<file path="src/rtl/spi_ram_pkg.sv">
// ---------------------------------------------------------------------------
// spi_ram_pkg
// Shared definitions for the SPI SRAM sequencer: command opcodes, the
// controller state encoding, shift/bit-counter widths and a byte-order helper.
// ---------------------------------------------------------------------------
package spi_ram_pkg;

  localparam logic [7:0] CMD_READ  = 8'h03;
  localparam logic [7:0] CMD_WRITE = 8'h02;

  // Command word is {cmd[7:0], addr[23:0]}; data words are at most 4 bytes.
  localparam int SR_W  = 32;
  // Bit counter counts down from 31 at most.
  localparam int CNT_W = 5;

  typedef enum logic [2:0] {
    ST_IDLE,
    ST_CMD,
    ST_DATA,
    ST_HOLD,
    ST_END
  } state_t;

  // The bus puts byte 0 in bits 7:0, but the wire sends byte 0 first and the
  // shifter sends from bit 31, so byte order is reversed on load and unload.
  function automatic logic [31:0] byte_swap(input logic [31:0] d);
    return {d[7:0], d[15:8], d[23:16], d[31:24]};
  endfunction

endpackage

</file>
<file path="src/rtl/spi_ram_shift.sv">
// ---------------------------------------------------------------------------
// spi_ram_shift
// 32-bit MSB-first shift register with a down-counting bit counter.
//
// Ports:
//   i_clk        system clock
//   i_rstn       synchronous reset, active-low
//   i_load       load i_load_data / i_load_cnt (has priority)
//   i_load_data  parallel load value
//   i_load_cnt   bit counter load value (bits remaining minus 1)
//   i_shift      shift left by one, inserting i_shift_bit at bit 0
//   i_shift_bit  bit inserted on shift (0 for shift-out, miso for shift-in)
//   i_count      decrement the bit counter
//   o_msb        current bit 31 (the bit on the wire)
//   o_data       full register contents
//   o_cnt_zero   bit counter is zero (current bit is the last one)
// ---------------------------------------------------------------------------
module spi_ram_shift
  import spi_ram_pkg::*;
(
  input  logic              i_clk,
  input  logic              i_rstn,
  input  logic              i_load,
  input  logic [SR_W-1:0]   i_load_data,
  input  logic [CNT_W-1:0]  i_load_cnt,
  input  logic              i_shift,
  input  logic              i_shift_bit,
  input  logic              i_count,
  output logic              o_msb,
  output logic [SR_W-1:0]   o_data,
  output logic              o_cnt_zero
);

  logic [SR_W-1:0]  r_data;
  logic [CNT_W-1:0] r_cnt;

  always_ff @(posedge i_clk) begin
    if (!i_rstn) begin
      r_data <= '0;
      r_cnt  <= '0;
    end else if (i_load) begin
      r_data <= i_load_data;
      r_cnt  <= i_load_cnt;
    end else begin
      if (i_shift) r_data <= {r_data[SR_W-2:0], i_shift_bit};
      if (i_count) r_cnt  <= r_cnt - 1'b1;
    end
  end

  assign o_msb      = r_data[SR_W-1];
  assign o_data     = r_data;
  assign o_cnt_zero = (r_cnt == '0);

endmodule

</file>
<file path="src/rtl/spi_ram_ctrl.sv">
// ---------------------------------------------------------------------------
// spi_ram_ctrl
// Turns one 1..4 byte bus request into a single SPI SRAM transaction
// (select, 03h/02h command + 24-bit address, data, deselect), SPI mode 0,
// SPI clock = clk/2. Each SPI bit spends one clk cycle with spi_clk low
// (phase 0, mosi valid) and one with spi_clk high (phase 1).
//
// Optional build macro SPI_RAM_CTRL_SEQ_EN: after the data phase the chip
// stays selected (HOLD); a following request of the same direction at the
// next consecutive address continues the burst without a new command.
//
// Ports:
//   i_clk, i_rstn       clock, synchronous active-low reset
//   i_req_valid/o_req_ready  request handshake
//   i_req_write         1 = write (02h), 0 = read (03h)
//   i_req_addr          byte address
//   i_req_size          byte count minus 1
//   i_req_wdata         write data, byte k at bits 8k+7:8k
//   o_rsp_done          one-cycle completion pulse
//   o_rsp_rdata         read data (valid with o_rsp_done, held until next read)
//   o_spi_select        chip select, active-low
//   o_spi_clk, o_spi_mosi, i_spi_miso  SPI bus
// ---------------------------------------------------------------------------
module spi_ram_ctrl
  import spi_ram_pkg::*;
#(
  parameter int ADDR_W = 24
) (
  input  logic              i_clk,
  input  logic              i_rstn,
  input  logic              i_req_valid,
  output logic              o_req_ready,
  input  logic              i_req_write,
  input  logic [ADDR_W-1:0] i_req_addr,
  input  logic [1:0]        i_req_size,
  input  logic [31:0]       i_req_wdata,
  output logic              o_rsp_done,
  output logic [31:0]       o_rsp_rdata,
  output logic              o_spi_select,
  output logic              o_spi_clk,
  output logic              o_spi_mosi,
  input  logic              i_spi_miso
);

  state_t      r_state;
  state_t      w_state_next;
  logic        r_phase;
  logic        r_write;
  logic [1:0]  r_size;
  logic [31:0] r_wdata;
  logic        r_rsp_done;
  logic [31:0] r_rsp_rdata;

  logic             w_accept;
  logic             w_last;
  logic             w_load;
  logic [SR_W-1:0]  w_load_data;
  logic [CNT_W-1:0] w_load_cnt;
  logic             w_shift;
  logic             w_shift_bit;
  logic             w_count;
  logic             w_sr_msb;
  logic [SR_W-1:0]  w_sr_data;
  logic             w_cnt_zero;
  logic [31:0]      w_rdata;

`ifdef SPI_RAM_CTRL_SEQ_EN
  logic [ADDR_W-1:0] r_next_addr;
  logic              w_seq_hit;

  assign w_seq_hit = (r_state == ST_HOLD) && (i_req_write == r_write) &&
                     (i_req_addr == r_next_addr);
`endif

  assign w_accept = i_req_valid && o_req_ready;

  spi_ram_shift u_shift (
    .i_clk       (i_clk),
    .i_rstn      (i_rstn),
    .i_load      (w_load),
    .i_load_data (w_load_data),
    .i_load_cnt  (w_load_cnt),
    .i_shift     (w_shift),
    .i_shift_bit (w_shift_bit),
    .i_count     (w_count),
    .o_msb       (w_sr_msb),
    .o_data      (w_sr_data),
    .o_cnt_zero  (w_cnt_zero)
  );

  // Received bytes sit in the low 8n bits with the first byte highest;
  // byte k of the response is therefore at shifter byte (size - k).
  genvar gi;
  generate
    for (gi = 0; gi < 4; gi++) begin : g_rd_byte
      assign w_rdata[8*gi +: 8] = (2'(gi) <= r_size) ?
                                  w_sr_data[{r_size - 2'(gi), 3'b000} +: 8] : 8'h00;
    end
  endgenerate

  // State register and captured request / response registers.
  always_ff @(posedge i_clk) begin
    if (!i_rstn) begin
      r_state     <= ST_IDLE;
      r_phase     <= 1'b0;
      r_write     <= 1'b0;
      r_size      <= 2'd0;
      r_wdata     <= 32'd0;
      r_rsp_done  <= 1'b0;
      r_rsp_rdata <= 32'd0;
`ifdef SPI_RAM_CTRL_SEQ_EN
      r_next_addr <= '0;
`endif
    end else begin
      r_state    <= w_state_next;
      r_rsp_done <= w_last;
      // Phase alternates only while bits are on the wire; every entry into
      // CMD or DATA therefore starts at phase 0.
      if (r_state == ST_CMD || r_state == ST_DATA) r_phase <= ~r_phase;
      else                                          r_phase <= 1'b0;
      if (w_accept) begin
        r_write <= i_req_write;
        r_size  <= i_req_size;
        r_wdata <= i_req_wdata;
`ifdef SPI_RAM_CTRL_SEQ_EN
        r_next_addr <= i_req_addr +
                       {{(ADDR_W-3){1'b0}}, ({1'b0, i_req_size} + 3'd1)};
`endif
      end
      if (w_last && !r_write) r_rsp_rdata <= w_rdata;
    end
  end

  // Next-state and shifter control.
  always_comb begin
    w_state_next = r_state;
    w_last       = 1'b0;
    w_load       = 1'b0;
    w_load_data  = '0;
    w_load_cnt   = '0;
    w_shift      = 1'b0;
    w_shift_bit  = 1'b0;
    w_count      = 1'b0;
    case (r_state)
      ST_IDLE: begin
        if (w_accept) begin
          w_state_next = ST_CMD;
          w_load       = 1'b1;
          w_load_data  = {(i_req_write ? CMD_WRITE : CMD_READ), i_req_addr};
          w_load_cnt   = CNT_W'(SR_W - 1);
        end
      end
      ST_CMD: begin
        // Advance to the next bit only after its high phase.
        if (r_phase) begin
          if (w_cnt_zero) begin
            w_state_next = ST_DATA;
            w_load       = 1'b1;
            w_load_data  = r_write ? byte_swap(r_wdata) : '0;
            w_load_cnt   = {r_size, 3'b111};
          end else begin
            w_shift = 1'b1;
            w_count = 1'b1;
          end
        end
      end
      ST_DATA: begin
        if (!r_phase) begin
          // This edge raises spi_clk: miso is stable, capture it now.
          if (!r_write) begin
            w_shift     = 1'b1;
            w_shift_bit = i_spi_miso;
          end
        end else if (w_cnt_zero) begin
          w_last = 1'b1;
`ifdef SPI_RAM_CTRL_SEQ_EN
          w_state_next = ST_HOLD;
`else
          w_state_next = ST_END;
`endif
        end else begin
          w_count = 1'b1;
          if (r_write) w_shift = 1'b1;
        end
      end
`ifdef SPI_RAM_CTRL_SEQ_EN
      ST_HOLD: begin
        if (i_req_valid) begin
          if (w_seq_hit) begin
            w_state_next = ST_DATA;
            w_load       = 1'b1;
            w_load_data  = i_req_write ? byte_swap(i_req_wdata) : '0;
            w_load_cnt   = {i_req_size, 3'b111};
          end else begin
            w_state_next = ST_END;
          end
        end
      end
`endif
      ST_END:  w_state_next = ST_IDLE;
      default: w_state_next = ST_IDLE;
    endcase
  end

  // Outputs decoded from the registered state.
  always_comb begin
    o_spi_select = 1'b1;
    o_spi_clk    = 1'b0;
    o_spi_mosi   = 1'b0;
    o_req_ready  = 1'b0;
    case (r_state)
      ST_IDLE: o_req_ready = 1'b1;
      ST_CMD: begin
        o_spi_select = 1'b0;
        o_spi_clk    = r_phase;
        o_spi_mosi   = w_sr_msb;
      end
      ST_DATA: begin
        o_spi_select = 1'b0;
        o_spi_clk    = r_phase;
        o_spi_mosi   = r_write & w_sr_msb;
      end
`ifdef SPI_RAM_CTRL_SEQ_EN
      ST_HOLD: begin
        o_spi_select = 1'b0;
        // A non-continuing request is refused here; it is taken in IDLE
        // after the chip has been deselected.
        o_req_ready  = !i_req_valid || w_seq_hit;
      end
`endif
      default: ;
    endcase
  end

  assign o_rsp_done  = r_rsp_done;
  assign o_rsp_rdata = r_rsp_rdata;

endmodule
</file>
<file path="config.mk">
export PLATFORM = sky130hd
export DESIGN_NAME = spi_ram_ctrl
export DESIGN_NICKNAME = d
export VERILOG_FILES = /design/src/rtl/spi_ram_pkg.sv /design/src/rtl/spi_ram_shift.sv /design/src/rtl/spi_ram_ctrl.sv
export SDC_FILE = /design/constraint.sdc
export NUM_CORES = 1
export LEC_CHECK = 0
export ABC_AREA = 1
export CAP_MARGIN = 0
export CORE_MARGIN = 2
export CORE_UTILIZATION = 48
export CTS_CLUSTER_SIZE = 16
export DETAILED_ROUTE_END_ITERATION = 8
export DONT_BUFFER_PORTS = 1
export GPL_TIMING_DRIVEN = 0
export HOLD_SLACK_MARGIN = 0.15
export SLEW_MARGIN = 20
export SYNTH_ARGS = -nofsm -noshare
export SYNTH_HDL_FRONTEND = slang
export SYNTH_SLANG_ARGS = --single-unit
</file>
<file path="constraint.sdc">
create_clock -name i_clk -period 3.5 [get_ports i_clk]
set_input_delay 0.875 -clock i_clk [delete_from_list [all_inputs] [get_ports i_clk]]
set_output_delay 0.875 -clock i_clk [all_outputs]
set_load 0.02 [all_outputs]
</file>
======== Word level (Yosys, flattened, before mapping) ========
Index checks and enable logic that the tools add are counted.
storage, ports and cells
  flip-flop bits (word level) ............. 109
  input bits .............................. 63
  output and inout bits ................... 37
  word-level logic and storage cells ...... 85
cells by class
  $add $sub $neg .......................... 4
  $lt $le $gt $ge ......................... 4
  equal/unequal tests ..................... 7
  shifts and indexed selects .............. 4
  multiplexer cells ....................... 44
  bitwise logic cells ..................... 2
  reduce and logical (&&, ||, !) cells .... 11
operators with widths
  kind                   count
  $mux W32               5
  $shiftx A32 B6 Y8      4
  $pmux W32 S2           1
  $mux W8                4
  $mux W26               1
  $mux W5                5
  $mux W1                18
  $mux W3                5
  $pmux W5 S2            1
  $pmux W3 S3            1
  $ne A2 B2 Y1 const B   3
  $pmux W1 S2            3
  $logic_not A5 Y1       1
  $reduce_and A5 Y1      1
  $sub A5 B1 Y5 const B  1
  $le A1 B2 Y1 const A   2
  $le A2 B2 Y1 const A   2
  $ne A2 B1 Y1 const B   2
  $reduce_bool A2 Y1     2
  $sub A2 B2 Y2 const B  2
  $eq A3 B1 Y1 const B   1
  $eq A3 B2 Y1 const B   1
  $logic_not A3 Y1       1
  $logic_and A1 B1 Y1    2
  other kinds (7)        7

======== Logic depth before layout (Yosys ltp) ========
  depth in word-level cells ............... 6
  gate-level depth with buffers ........... 11

======== Hierarchy ========
Synthesis repeated with hierarchy kept, for this count alone.
second synthesis, totals
  cells, all modules ...................... 897
  area total of the unflattened synthesis .. 5723.0 sq um
by module, submodules not included
  module         times used  cells each  area an instance (sq um)  seq. area each (sq um)
  spi_ram_ctrl   1           612         3923.8                    1441.4
  spi_ram_shift  1           285         1799.2                    740.7

======== Least setup slack after synthesis ========
No wires, ideal clock.
  kind .................................... register to register
  start point ............................. reg r_size[1]
  end point ............................... reg r_rsp_rdata[28] (netlist: o_rsp_rdata[28])
  library setup time ...................... 0.116 ns
  arrival ................................. 2.136 ns
  data required time ...................... 3.384 ns
  slack ................................... 1.248 ns
  cell stages (with the launch flop) ...... 12
  buffers on the path ..................... 4
  clock period less this slack ............ 2.252 ns
  cells stage by stage .................... dfxtp_1 buf_2 clkinv_1 clkbuf_1 ha_1 clkbuf_1 inv_1 clkbuf_1 o21ai_0 nor2_1 o21ai_0 nor2_1
between the ends
  cells in the longest elaborated chain, start to end .. 3
RTL lines
  element                 RTL line             source
  start, declared         spi_ram_ctrl.sv:49   logic [1:0] r_size;
  start signal, assigned  spi_ram_ctrl.sv:123  r_size <= i_req_size;
  $sub A2 B2 Y2           spi_ram_ctrl.sv:97   w_sr_data[{r_size - 2'(gi), 3'b000} +: 8] : 8'h00;
  $shiftx A32 B6 Y8       spi_ram_ctrl.sv:97
  $mux W8 *               spi_ram_ctrl.sv:96   assign w_rdata[8*gi +: 8] = (2'(gi) <= r_size) ?
  end signal, assigned    spi_ram_ctrl.sv:130  if (w_last && !r_write) r_rsp_rdata <= w_rdata;
  end, declared           spi_ram_ctrl.sv:52   logic [31:0] r_rsp_rdata;
Every way passes the cells marked *; elsewhere a longest branch is shown, timed or not.
A chain may end at the register's enable or synchronous reset.

======== Worst setup path after layout ========
  start point ............................. reg r_size[1]
  end point ............................... reg r_rsp_rdata[29] (netlist: o_rsp_rdata[29])
Same word-level chain as after synthesis.

==> metrics.yaml <==
worst_slew_pin_slew_ns: 0.621
numPortBuffers: 0
initial_utilization_pct: 49.7
r2r-start: "r_size[1]"
cts-root-buf: "clkbuf_16"
drv_slew: 0
cts.sinks: 109
drcViolationCount: 14
track_usage_pct: 26.8
synth_top_area_share_pct: 38.2
finalSetupViolCount: 0
startpoint: "r_size[1]"
netlist-cell-type-count: 30
num_rows: 39
place.gp.congestion: 0.881
crit_slowest_cell: "dfxtp_1"
die-area_um2: 12800
coreArea_um2: 11500
placed_cell_area_um2: 5900
fin_skew_ns: 0.00842
drive_gt1_share_pct: 5.48
insertion_delay_ns: 0.36
path_buf_inv: 6
worst-setup-path-type: "flip-flop to flip-flop"
hpwlAfterDp_um: 13000
path_delay_family: "buffers and inverters"
drtIter0Drc: 373
syn_nets: 982
area_delta_synth_final_pct: 8.31
wl_um: 16900
whs_ns: 0.491
slowest_delay_ns: 0.35
start_kind: "flip-flop"
fin_nets: 993
design_area_um2: 6190
ir_worst_vdd_mv: 0.223
synth.yosys.seq_area_share_pct: 38.2
postCtsSetupBuffers: 0
fin_ws_ns: 0.704
yosys_warnings: 0
crit_required_ns: 3.74
finalHoldViolations: 0
ys_top_cells_by_count: "213 x nor2_1, 207 x nand2_1, 109 x dfxtp_1"
place_ws_ns: 0.773
synthArstFlopShare_pct: 0
min_period_over_period_pct: 79.9
io_pins: 100
grt_first_pass_wirelength_um: 27100
grt_pass1_vias: 5364
die_height_um: 113
antenna_found_initial: 0
hold_class: "flip-flop to flip-flop"
p_leak_nw: 2.97
synth-edff-count: 0
cts-htree-levels: 3
synthFlopType: "dfxtp_1"
violations: "DRC"
holdBufCountCts: 0
viasPerCell: 5.31
syn_inst: 915
crit_chain: "buf_2 > clkinv_1 > clkbuf_1 > ha_1 > clkbuf_1 > inv_1 > clkbuf_1 > nor2_1 > nor2_1 > o21ai_0 > nor2_1"
ys_top_cells_by_area: "dfxtp_1 38%, nor2_1 14%, nand2_1 14%"
cts_buffers: 9
wl_per_cell_um: 15.7
cp-end-kind: "flip-flop"
die_w_um: 113
drv_cap: 0
tns_ns: 0
clk_pin_slew_ns: 0.07
vias: 5708
synth_top_area_cell: "dfxtp_1"
powerDensity_nw_per_um2: 491
worstPathArrival_ns: 3.04
grt_max_degree: 16
fin_crit_ns: 2.80
ys_ff_latch: 109
cts.path.max_buffers: 2
cts_tree: "done"
path_max_fanout: 10
ant_nets: 0
min_from: "u_shift.r_cnt[4]"
dr.pass1.iters: 7
grt.overflow.total: 0
syn_avg_cell_area_um2: 6.25
slew_headroom_pct: 58.6
status: "finished with violations"
fmax_mhz: 358
rsz0062_at_grt: "false"
synthesis.area_um2: 5720
yosysMostFrequentCell: "nor2_1"
cts_resized: 0
## registers in the layout, indices dropped and copies added, names as in the netlist
name,cells
r_phase,1
u_shift.o_data,32
o_rsp_done,1
r_size,2
o_rsp_rdata,32
r_write,1
r_state,3
u_shift.r_cnt,5
r_wdata,32
## where the power goes
group	switching [mW]	internal (mW)
Clock	0.448	0.592
Sequential	0.0626	1.33
Combinational	0.418	0.193
## final cells by class
cell class,count,area (um^2)
Tap cell,143,179
Antenna cell,1,2.50
Clock inverter,1,30.0
Fill cell,1231,5320
Buffer,57,246
Sequential cell,109,2180
Inverter,83,312
Multi-Input combinational cell,666,2980
Clock buffer,14,264
## through the flow
step | std cells | power (mW) | util, %
global placement | 1058 | 2.01 | 51.2
floorplan | 915 | 1.85 | -
detailed placement | 1058 | 2.02 | 51.2
global route | 1073 | 3.21 | 53.8
CTS | 1073 | 3.05 | 53.8
finish | 1074 | 3.04 | 53.8
## logic make-up (layout without fill, tap and decap cells)
kind of cell / count (synthesis) / after routing / share of synthesized area, %
buffers and inverters: 140 / 155 / 9.76
adder cells (fa/ha/maj): 4 / 4 / 0.875
AND/OR/NAND/NOR: 491 / 491 / 34.8
flip-flops: 109 / 109 / 38.2
other: 0 / 1 / 0
AO/OA/AOI/OAI: 170 / 170 / 16.3
XOR/XNOR: 1 / 1 / 0.153
## path summary, 6_finish.rpt
kind | end | slack, ns | depth (start not counted)
max | o_rsp_rdata[29] | 0.70 | 11
min | u_shift.r_cnt[4] | 0.49 | 2
max reg2reg | o_rsp_rdata[29] | 0.70 | 11
min reg2reg | u_shift.r_cnt[4] | 0.49 | 2
## layer usage
| metal | wire length (um) | GRT usage [%] |
|---|---|---|
| met5 | 0 | 0 |
| met4 | 316 | 9.19 |
| met3 | 1220 | 6.37 |
| met2 | 7480 | 42.2 |
| met1 | 7880 | 36.0 |
## tightest hold or removal path: stages (launching register included)
cell and delay [ns]:
dfxtp_1 0.33, nor2_1 0.05, nor2_1 0.08
## cell usage in the layout (no fill, tap or decap), types with 2 or more instances in the layout
cell type and instances:
a21boi_0 19, a21boi_1 4, a21oi_1 20, buf_1 4
buf_2 26, clkbuf_1 30, clkbuf_16 9, clkbuf_8 2
dfxtp_1 109, ha_1 4, inv_1 80, inv_2 2
nand2_1 207, nand3_1 56, nor2_1 213, nor2_2 4
nor2_4 2, nor3_1 3, o211ai_1 3, o21ai_0 108
o21ai_1 6, o22ai_1 8
Note: power is estimated with default switching activity, not from simulation.
